[src/rtl/lsu_pkg.sv]
// Shared types and lane helpers for the load/store bus adapter.
package lsu_pkg;

    typedef enum logic [1:0] {
        IDLE = 2'd0,
        REQ  = 2'd1,
        WAIT = 2'd2,
        DONE = 2'd3
    } state_e;

    typedef enum logic [1:0] {
        BYTE = 2'd0,
        HALF = 2'd1,
        WORD = 2'd2
    } size_e;

    function automatic logic [3:0] be_gen(input size_e size, input logic [1:0] offset);
        logic [3:0] be;
        case (size)
            BYTE:    be = 4'b0001 << offset;
            HALF:    be = offset[1] ? 4'b1100 : 4'b0011;
            WORD:    be = 4'b1111;
            default: be = 4'b0000;
        endcase
        return be;
    endfunction

    function automatic logic [31:0] load_extend(input logic [31:0] word, input logic [1:0] offset,
                                                input size_e size, input logic is_unsigned);
        logic [31:0] shifted;
        logic [31:0] res;
        shifted = word >> {offset, 3'b000};
        case (size)
            BYTE:    res = is_unsigned ? {24'h000000, shifted[7:0]} : {{24{shifted[7]}}, shifted[7:0]};
            HALF:    res = is_unsigned ? {16'h0000, shifted[15:0]} : {{16{shifted[15]}}, shifted[15:0]};
            WORD:    res = shifted;
            default: res = 32'h0000_0000;
        endcase
        return res;
    endfunction

endpackage

[src/rtl/lsu_lane_align.sv]
// Combinational store-lane replication / byte enables and load extraction.
module lsu_lane_align
    import lsu_pkg::*;
(
    input  size_e       st_size_i,
    input  logic [1:0]  st_off_i,
    input  logic        st_is_store_i,
    input  logic [31:0] st_data_i,
    output logic [3:0]  st_be_o,
    output logic [31:0] st_wdata_o,
    input  size_e       ld_size_i,
    input  logic [1:0]  ld_off_i,
    input  logic        ld_unsigned_i,
    input  logic [31:0] ld_rdata_i,
    output logic [31:0] ld_result_o
);

    // Loads share the store byte-enable pattern but never drive write data.
    always_comb begin
        st_be_o    = be_gen(st_size_i, st_off_i);
        st_wdata_o = 32'h0000_0000;
        if (st_is_store_i) begin
            case (st_size_i)
                BYTE:    st_wdata_o = {4{st_data_i[7:0]}};
                HALF:    st_wdata_o = {2{st_data_i[15:0]}};
                WORD:    st_wdata_o = st_data_i;
                default: st_wdata_o = 32'h0000_0000;
            endcase
        end else begin
            st_wdata_o = 32'h0000_0000;
        end
    end

    assign ld_result_o = load_extend(ld_rdata_i, ld_off_i, ld_size_i, ld_unsigned_i);

endmodule

[src/rtl/lsu_bus_adapter.sv]
// Multi-cycle load/store unit: checks alignment, drives a req/gnt/rvalid word bus
// and stalls the core until the access completes, faults or times out.
module lsu_bus_adapter
    import lsu_pkg::*;
#(
    parameter int unsigned TIMEOUT_CYCLES = 255,
    parameter int unsigned CNT_W          = 8
) (
    input  logic        clk,
    input  logic        rst,
    input  logic        req_valid,
    input  logic        sb,
    input  logic        sh,
    input  logic        sw,
    input  logic        lb,
    input  logic        lh,
    input  logic        lw,
    input  logic        lbu,
    input  logic        lhu,
    input  logic [31:0] address,
    input  logic [31:0] write_data,
    output logic        stall,
    output logic        load_valid,
    output logic [31:0] read_data,
    output logic        access_fault,
    output logic        mem_req,
    output logic        mem_we,
    output logic [31:0] mem_addr,
    output logic [3:0]  mem_be,
    output logic [31:0] mem_wdata,
    input  logic        mem_gnt,
    input  logic        mem_rvalid,
    input  logic [31:0] mem_rdata
);

    localparam logic [CNT_W-1:0] TMO = CNT_W'(TIMEOUT_CYCLES);

    state_e            state_q;
    size_e             size_q;
    logic              unsigned_q;
    logic [1:0]        off_q;
    logic [CNT_W-1:0]  cnt_q;
    logic [CNT_W-1:0]  cnt_d;
    logic              req_q;
    logic              we_q;
    logic [31:0]       addr_q;
    logic [3:0]        be_q;
    logic [31:0]       wdata_q;
    logic              fault_q;
    logic              load_valid_q;
    logic [31:0]       rdata_q;

    logic [3:0]        strobe_cnt_s;
    size_e             size_s;
    logic              is_store_s;
    logic              fault_s;
    logic              accept_s;
    logic [3:0]        be_s;
    logic [31:0]       wdata_s;
    logic [31:0]       load_s;

    // Decode strobes into size/sign and run the fault checks for a new request.
    always_comb begin
        strobe_cnt_s = 4'(sb) + 4'(sh) + 4'(sw) + 4'(lb) + 4'(lh) + 4'(lw) + 4'(lbu) + 4'(lhu);
        is_store_s   = sb | sh | sw;
        if (sw | lw) begin
            size_s = WORD;
        end else if (sh | lh | lhu) begin
            size_s = HALF;
        end else begin
            size_s = BYTE;
        end
        fault_s  = req_valid && ((strobe_cnt_s != 4'd1) ||
                                 ((sh | lh | lhu) && address[0]) ||
                                 ((sw | lw) && (address[1:0] != 2'b00)));
        accept_s = (state_q == IDLE) && req_valid && !fault_s;
        cnt_d    = cnt_q + {{(CNT_W-1){1'b0}}, 1'b1};
    end

    lsu_lane_align u_align (
        .st_size_i     (size_s),
        .st_off_i      (address[1:0]),
        .st_is_store_i (is_store_s),
        .st_data_i     (write_data),
        .st_be_o       (be_s),
        .st_wdata_o    (wdata_s),
        .ld_size_i     (size_q),
        .ld_off_i      (off_q),
        .ld_unsigned_i (unsigned_q),
        .ld_rdata_i    (mem_rdata),
        .ld_result_o   (load_s)
    );

    // Access FSM with registered bus, status and result outputs.
    always_ff @(posedge clk or posedge rst) begin
        if (rst) begin
            state_q      <= IDLE;
            size_q       <= BYTE;
            unsigned_q   <= 1'b0;
            off_q        <= 2'b00;
            cnt_q        <= '0;
            req_q        <= 1'b0;
            we_q         <= 1'b0;
            addr_q       <= 32'h0000_0000;
            be_q         <= 4'b0000;
            wdata_q      <= 32'h0000_0000;
            fault_q      <= 1'b0;
            load_valid_q <= 1'b0;
            rdata_q      <= 32'h0000_0000;
        end else begin
            fault_q      <= 1'b0;
            load_valid_q <= 1'b0;
            case (state_q)
                IDLE: begin
                    if (fault_s) begin
                        fault_q <= 1'b1;
                    end else if (accept_s) begin
                        size_q     <= size_s;
                        unsigned_q <= lbu | lhu;
                        off_q      <= address[1:0];
                        we_q       <= is_store_s;
                        addr_q     <= {address[31:2], 2'b00};
                        be_q       <= be_s;
                        wdata_q    <= wdata_s;
                        cnt_q      <= '0;
                        req_q      <= 1'b1;
                        state_q    <= REQ;
                    end
                end
                REQ: begin
                    cnt_q <= cnt_d;
                    if (mem_gnt) begin
                        req_q   <= 1'b0;
                        state_q <= we_q ? DONE : WAIT;
                    end else if (cnt_d == TMO) begin
                        req_q   <= 1'b0;
                        fault_q <= 1'b1;
                        state_q <= IDLE;
                    end
                end
                WAIT: begin
                    cnt_q <= cnt_d;
                    if (mem_rvalid) begin
                        rdata_q      <= load_s;
                        load_valid_q <= 1'b1;
                        state_q      <= DONE;
                    end else if (cnt_d == TMO) begin
                        fault_q <= 1'b1;
                        state_q <= IDLE;
                    end
                end
                DONE: begin
                    state_q <= IDLE;
                end
                default: begin
                    req_q   <= 1'b0;
                    state_q <= IDLE;
                end
            endcase
        end
    end

    // The accept cycle must stall before the FSM has left IDLE.
    assign stall        = accept_s || (state_q == REQ) || (state_q == WAIT);
    assign load_valid   = load_valid_q;
    assign read_data    = rdata_q;
    assign access_fault = fault_q;
    assign mem_req      = req_q;
    assign mem_we       = we_q;
    assign mem_addr     = addr_q;
    assign mem_be       = be_q;
    assign mem_wdata    = wdata_q;

endmodule

[config.mk]
export PLATFORM = sky130hd
export DESIGN_NAME = lsu_bus_adapter
export DESIGN_NICKNAME = d
export VERILOG_FILES = /design/src/rtl/lsu_pkg.sv /design/src/rtl/lsu_lane_align.sv /design/src/rtl/lsu_bus_adapter.sv
export SDC_FILE = /design/constraint.sdc
export NUM_CORES = 1
export LEC_CHECK = 0
export CORE_ASPECT_RATIO = 0.9
export CORE_MARGIN = 1
export CORE_UTILIZATION = 42
export CTS_BUF_LIST = sky130_fd_sc_hd__clkbuf_2 sky130_fd_sc_hd__clkbuf_4 sky130_fd_sc_hd__clkbuf_8
export CTS_CLUSTER_DIAMETER = 80
export DETAILED_ROUTE_END_ITERATION = 10
export PLACE_DENSITY = 0.82
export REMOVE_ABC_BUFFERS = 1
export SYNTH_ARGS = -nofsm -noshare
export SYNTH_HDL_FRONTEND = slang
export SYNTH_SLANG_ARGS = --single-unit
export TNS_END_PERCENT = 5
[constraint.sdc]
create_clock -name clk -period 4.1 [get_ports clk]
set_input_delay 0.615 -clock clk [delete_from_list [all_inputs] [get_ports clk]]
set_output_delay 0.615 -clock clk [all_outputs]
set_load 0.01 [all_outputs]
==> reports/metrics.yaml, run 1 <==
outcome: "finished, violations left"
violations: "negative setup slack"
endpoint_kind: "output pin"
postRouteAntennaNets: 0
arrival_ns: 3.72
synthCells: 555
clock.fmax_mhz: 230.9
power_density_nw_per_um2: 634.7
drt_wl_total_mm: 16.80
final_max_slew_viol_count: 0
dpl_cell_area_um2: 8245
r2r_end: "read_data[20]"
vdd_drop_max_mv: 0.2950
hpwl_mm: 11.99
finalPower_mw: 5.521
whs_ns: 0.4809
diodes: 0
timing.max_slew.rel_slack_pct: 33.65
clock-root-buffer: "clkbuf_8"
fin_crit_sh_pct: 105.6
hp-class: "register to register"
internal_power_mw: 3.644
ys.flop_type: "dfrtp_1"
min_from: "mem_wdata[20]"
ioPinCount: 214
crit_top_cell: "fa_1"
maxCapViolations: 0
n_fill_cell: 1042
critPathRequiredTime_ns: 3.48
switching_power_mw: 1.877
clk_latency_ns: 0.43
fp.dieW_um: 126.9
slowest_stage: "fa_1"
min_to: "mem_wdata[20]"
p_leak_nw: 3.954
first_global_vias: 5313
path_cells: "buf_6, inv_4, fa_1, fa_1, fa_1, inv_1, ha_2, inv_2, fa_2, a211o_1, a221oi_4, nand4_4, nand2_2, buf_6"
fin_area_um2: 8700
drcViolationCount: 0
pwr-share-seq_pct: 35.8
fp.dieH_um: 114.4
core_um2: 13510
drive_above_1_share_pct: 16.26
synth_edf_count: 0
syn_avg_cell_area_um2: 10.62
pwr-share-clk_pct: 16.7
htree_num_levels: 4
synth.yosys.seq_area_share_pct: 49.69
viasPerCell: 5.410
finalHoldViolCount: 0
areaGrowthSynthToFinish_pct: 47.65
clockBufferDepth: 2
p_comb_share_pct: 47.4
setup_ws_ns: -0.2302
dr.pass1.iters: 5
cp_max_fo: 2
final_nets: 901
grt_use_total_pct: 24.12
wl_per_cell_um: 17.59
yosysWarnings: 0
ys_ff_latch: 117
ys_types: 51
port_buffers: 211
finalSetupViolations: 3
rows: 40
drtIter0Drc: 327
cts_buffers: 17
grt_pass1_wl_mm: 27.12
swShare_pct: 34.00
holdBufCountCts: 0
rsz0062_at_grt: "true"
r2r_cells: 5
grt_max_degree: 54
start_util_pct: 43.60
antenna_found_initial: 0
vias: 5167
start_kind: "input port"
critPathBufInv: 5
crit_type: "input port to output pin"
fin_worst_skew_ns: 0.006200
clkSlewWorstSetupHoldPaths_ns: 0.07
layout_min_cycle_time_ns: 4.330
async_reset_ff_share_pct: 100.0
cts_tree: "done"
slowest_delay_ns: 0.55
timing.rr.start: "off_q[1]"
cts_sinks: 117
hold_path_depth: 2
overflow: 0
dieArea_um2: 14510
synthesis.area_um2: 5892
regToRegSetupSlack_ns: 1.56
place_congestion: 0.8726
worst_slew_pin_slew_ns: 0.9908
crit_family: "adder cells"
## worst reg2reg max path: cells and delay by family (launching register included)
kind / cells / cell delay [ns]
AOI/OAI and AO/OA: 3 / 0.96
DFF: 1 / 0.84
and+or+nand+nor: 2 / 0.69
## cells in the final DEF, fill, tap and decap left out, drive strengths merged, types with 3 or more instances in the layout
master / instances
fa: 4
nand2b: 5
buf: 34
o21ai: 56
nand2: 97
a21oi: 15
a221o: 16
nor2b: 3
mux2i: 31
clkbuf: 24
o31ai: 22
nand3: 3
a22o: 10
clkinv: 5
clkdlybuf4s50: 206
ha: 11
dfrtp: 117
a311o: 9
inv: 24
mux2: 42
nor2: 20
## metal layers
layer / part of all wire [%] / wire length (um) / vias up / track usage, %
met5: 0 / 0 / - / 0
met4: 2.9 / 494 / 0 / 10.71
met3: 5.6 / 945 / 36 / 5.000
met2: 49 / 8203 / 212 / 41.28
met1: 43 / 7160 / 2515 / 29.57
li1: - / - / 2404 / -
## through the flow
step / TNS, ns / util (%) / std cells / setup slack, ns
2_1_floorplan: -120.77 / - / 516 / -1.983
5_1_grt: -1.985 / 64.38 / 955 / -0.3257
6_report: -0.3439 / 64.38 / 955 / -0.2302
3_5_place_dp: -61.86 / 61.02 / 919 / -1.129
3_3_place_gp: -53.32 / 61.02 / 919 / -1.059
4_1_cts: -0.3090 / 64.04 / 952 / -0.3090
## cell families (layout without fill, tap and decap cells)
kind of cell | after synthesis | count (layout) | share of synthesized area [%]
AOI/OAI and AO/OA | 142 | 142 | 17.05
xor gates and xnor gates | 3 | 3 | 0.4460
adders and majority gates | 15 | 15 | 3.695
buffers and inverters | 64 | 295 | 4.651
DFF | 117 | 117 | 49.69
muxes | 74 | 74 | 14.31
other | 1 | 2 | 0.06365
and+or+nand+nor | 139 | 139 | 10.09
## area by class of cell
class	instances	area (um^2)	share of cell area [%]
clock buffers	24	317.8	3.653
multi-input cells	375	2733	31.41
clock inverters	5	25.02	0.2876
well taps	168	210.2	2.416
repair buffers	242	2391	27.48
flip-flops and latches	117	2928	33.65
inverters	24	95.09	1.093
## how the worst max path moves through the flow
stage / startpoint / depth (start not counted) / end / slack (ns)
final: sb / 14 / stall / -0.23
after floorplan: sb / 12 / stall / -1.98
after global routing: sb / 14 / stall / -0.33
after detailed placement: sh / 14 / stall / -1.13
after CTS: sb / 14 / stall / -0.31
after global placement: sb / 14 / stall / -1.06
## synthesized netlist by cell type, types with 9 or more instances
cell type | instances | share of area (%)
inv_1 | 24 | 1.5
a21oi_1 | 15 | 1.3
ha_1 | 11 | 2.3
nor2_1 | 20 | 1.3
a311o_1 | 9 | 1.5
clkbuf_1 | 24 | 1.5
o31ai_1 | 22 | 2.8
a221o_1 | 16 | 2.7
nand2_1 | 97 | 6.2
o21ai_0 | 55 | 4.7
mux2_4 | 10 | 2.5
mux2_2 | 32 | 6.1
buf_2 | 9 | 0.76
a22o_1 | 10 | 1.5
dfrtp_1 | 117 | 50
mux2i_1 | 31 | 5.3
## power by group through the flow
stage / Clock [mW] / Sequential [mW] / Combinational, mW
global route: 1.01 / 2.04 / 2.82
CTS: 0.951 / 1.98 / 2.61
floorplan: 0 / 2.18 / 0.993
global placement: 0 / 1.96 / 2.50
finish: 0.925 / 1.98 / 2.62
detailed placement: 0 / 1.99 / 2.58
## flip-flops by register name (all words and copies together) (netlist names)
signal,flops
mem_wdata,32
cnt_q,8
access_fault,1
unsigned_q,1
mem_addr,30
state_q,2
read_data,32
mem_req,1
load_valid,1
size_q,2
off_q,2
mem_we,1
mem_be,4
## what timing repair did
action / 4_1_cts / 5_1_grt
setup endpoints to repair: 84 / 75
resized for setup: 25 / 7
gates cloned: 1 / 0
pin swaps: 8 / 8
setup buffers: 3 / 3
No activity file was read; power rests on OpenSTA's default activity.
==> inputs of run 2 (changes only) <==
Settings changed: CORE_UTILIZATION 42 to 43, SLEW_MARGIN set to 10, SYNTH_HIERARCHICAL set to 1.
==> reports/metrics.yaml, run 2 <==
grt_max_degree: 75
ys.flop_type: "dfrtp_1"
r2r_cells: 10
final_cell_mix: "207 x clkdlybuf4s50_1, 118 x mux2_2, 117 x dfrtp_1"
overflow: 0
cts_tree: "done"
synth_most_common_cell: "mux2_2"
areaGrowthSynthToFinish_pct: 42.72
timing.rr.start: "state_q[1]"
timing.max_slew.rel_slack_pct: 35.86
rows: 42
antenna_found_initial: 0
worst_slew_pin_slew_ns: 0.9621
clkSlewWorstSetupHoldPaths_ns: 0.07
synth_edf_count: 0
min_from: "mem_be[0]"
final_max_slew_viol_count: 0
finalHoldViolCount: 0
grt_pass1_wl_mm: 28.52
drcViolationCount: 0
n_fill_cell: 1118
holdBufCountCts: 0
cts_buffers: 17
swShare_pct: 36.31
switching_power_mw: 2.272
vdd_drop_max_mv: 0.3893
port_buffers: 211
violations: "negative setup slack"
ys_types: 55
outcome: "finished, violations left"
p_leak_nw: 4.136
postRouteAntennaNets: 0
power_density_nw_per_um2: 680.2
layout_min_cycle_time_ns: 4.342
endpoint_kind: "output pin"
synthesis.area_um2: 6446
fp.dieH_um: 118.2
htree_num_levels: 4
pwr-share-clk_pct: 18.3
start_util_pct: 43.97
wl_per_cell_um: 17.73
critPathRequiredTime_ns: 3.48
syn_avg_cell_area_um2: 11.04
synth_common_cells: "118 x mux2_2, 117 x dfrtp_1, 64 x nand2_1, 25 x nand3_1, 23 x nand4_1"
top_layer: "met4"
min_to: "mem_be[0]"
viasPerCell: 5.387
fin_util_pct: 62.75
arrival_ns: 3.73
fp.dieW_um: 131.1
startpoint: "sb"
clock.fmax_mhz: 230.3
drive_above_1_share_pct: 24.41
wl_met1_mm: 7.285
wl_met3_mm: 1.059
drtIter0Drc: 412
crit_type: "input port to output pin"
regToRegSetupSlack_ns: 1.73
clock-root-buffer: "clkbuf_8"
r2r_end: "cnt_q[3]"
ys_ff_latch: 117
async_reset_ff_share_pct: 100.0
grt_use_total_pct: 24.21
core_um2: 14660
synth.yosys.seq_area_share_pct: 45.42
yosys.area.top_type: "dfrtp_1"
ioPinCount: 214
hpwl_mm: 12.78
layout_commonest_cell: "clkdlybuf4s50_1"
maxCapViolations: 0
fin_crit_sh_pct: 105.9
internal_power_mw: 3.986
dieArea_um2: 15490
setup_ws_ns: -0.2424
wl_met2_mm: 8.858
final_nets: 918
cp_max_fo: 2
layout.area.seq_um2: 2928
pwr-share-seq_pct: 33.3
hold_path_depth: 1
first_global_vias: 5622
hp-class: "register to register"
diodes: 0
finalSetupViolations: 4
fin_worst_skew_ns: 0.01702
finalPower_mw: 6.258
multiInputGateArea_um2: 3256
drt_wl_total_mm: 17.82
synthCells: 584
cts_sinks: 117
vias: 5414
p_comb_share_pct: 48.4
synth_top_area_share_pct: 45.42
place_congestion: 0.8903
rsz0062_at_grt: "true"
clk_latency_ns: 0.45
start_kind: "input port"
dr.pass1.iters: 5
clockBufferDepth: 2
yosysWarnings: 6
synth_area_leaders: "dfrtp_1 45%, mux2_2 21%, nand2_1 3.7%"
==> run 2: changes by cell type after synthesis, moves of 16 or more <==
cell | previous run | this run
nand2_1 | 97 | 64
o21ai_0 | 55 | 10
a21o_1 | 1 | 17
nand3_1 | 3 | 25
o31ai_1 | 22 | 1
nand4_1 | 1 | 23
mux2i_1 | 31 | 8
a21boi_0 | 0 | 22
mux2_2 | 32 | 118
==> run 2: cell type report <==
cell class | count | share of cell area [%]
clock buffer | 17 | 2.543
clock inverter | 15 | 2.067
inverter | 22 | 0.9520
multi-input combinational | 406 | 35.39
sequential | 117 | 31.82
tap | 198 | 2.693
timing repair buffer | 230 | 24.53
==> run 2: cell families (layout without fill, tap and decap cells) <==
| logic type | count (synthesis) | after routing | synth area share (%) |
|---|---|---|---|
| compound gates | 88 | 88 | 9.860 |
| xor+xnor | 4 | 4 | 0.6601 |
| fa+ha+maj | 15 | 15 | 3.377 |
| buf+inv | 62 | 284 | 4.678 |
| flops | 117 | 117 | 45.42 |
| mux | 127 | 127 | 22.09 |
| other cells | 1 | 2 | 0.05817 |
| simple gates | 170 | 170 | 13.86 |
==> run 2: routing by layer <==
layer / global-route usage [%] / up-vias
li1: - / 2487
met1: 29.60 / 2663
met2: 39.05 / 216
met3: 6.292 / 48
met4: 12.43 / 0
met5: 0 / -
==> run 2: worst max-delay path, stage by stage <==
cell and delay (ns):
buf_6 0.08, inv_4 0.03, fa_1 0.56, fa_1 0.43
fa_1 0.44, inv_1 0.07, ha_2 0.18, inv_2 0.04
fa_2 0.51, o211ai_1 0.13, a211oi_2 0.35, nand2_4 0.10
nand2_4 0.09, buf_6 0.10
==> run 2: power by group through the flow <==
stage	registers [mW]	logic, mW	clock network, mW
floorplan	2.23	1.34	0
global route	2.15	3.26	1.22
detailed placement	2.09	2.97	0
global placement	2.04	2.88	0
finish	2.08	3.03	1.14
CTS	2.08	3.00	1.17
==> run 2: timing repair <==
item                                    4_1_cts  5_1_grt
buffers inserted                              2        1
pin swaps                                     8        8
gates resized for setup                      24        9
endpoints found under the setup margin       84       77
==> run 2: worst max path at each step <==
| stage | end | slack [ns] | depth (start not counted) |
|---|---|---|---|
| global placement | stall | -1.10 | 14 |
| detailed placement | stall | -1.12 | 14 |
| floorplan | stall | -1.50 | 12 |
| finish | stall | -0.24 | 14 |
| global route | stall | -0.33 | 14 |
| CTS | stall | -0.25 | 14 |
==> run 2: metrics by stage <==
step / worst slack (ns) / instances / instance area, um^2 / TNS, ns / hold WS (ns)
2_1_floorplan: -1.499 / 545 / 6231 / -90.68 / 0.4825
3_3_place_gp: -1.095 / 970 / 8723 / -68.95 / 0.4874
3_5_place_dp: -1.122 / 970 / 8723 / -74.54 / 0.4942
4_1_cts: -0.2496 / 1004 / 9173 / -0.2496 / 0.5096
5_1_grt: -0.3307 / 1005 / 9200 / -2.000 / 0.5247
6_report: -0.2424 / 1005 / 9200 / -0.4610 / 0.5073
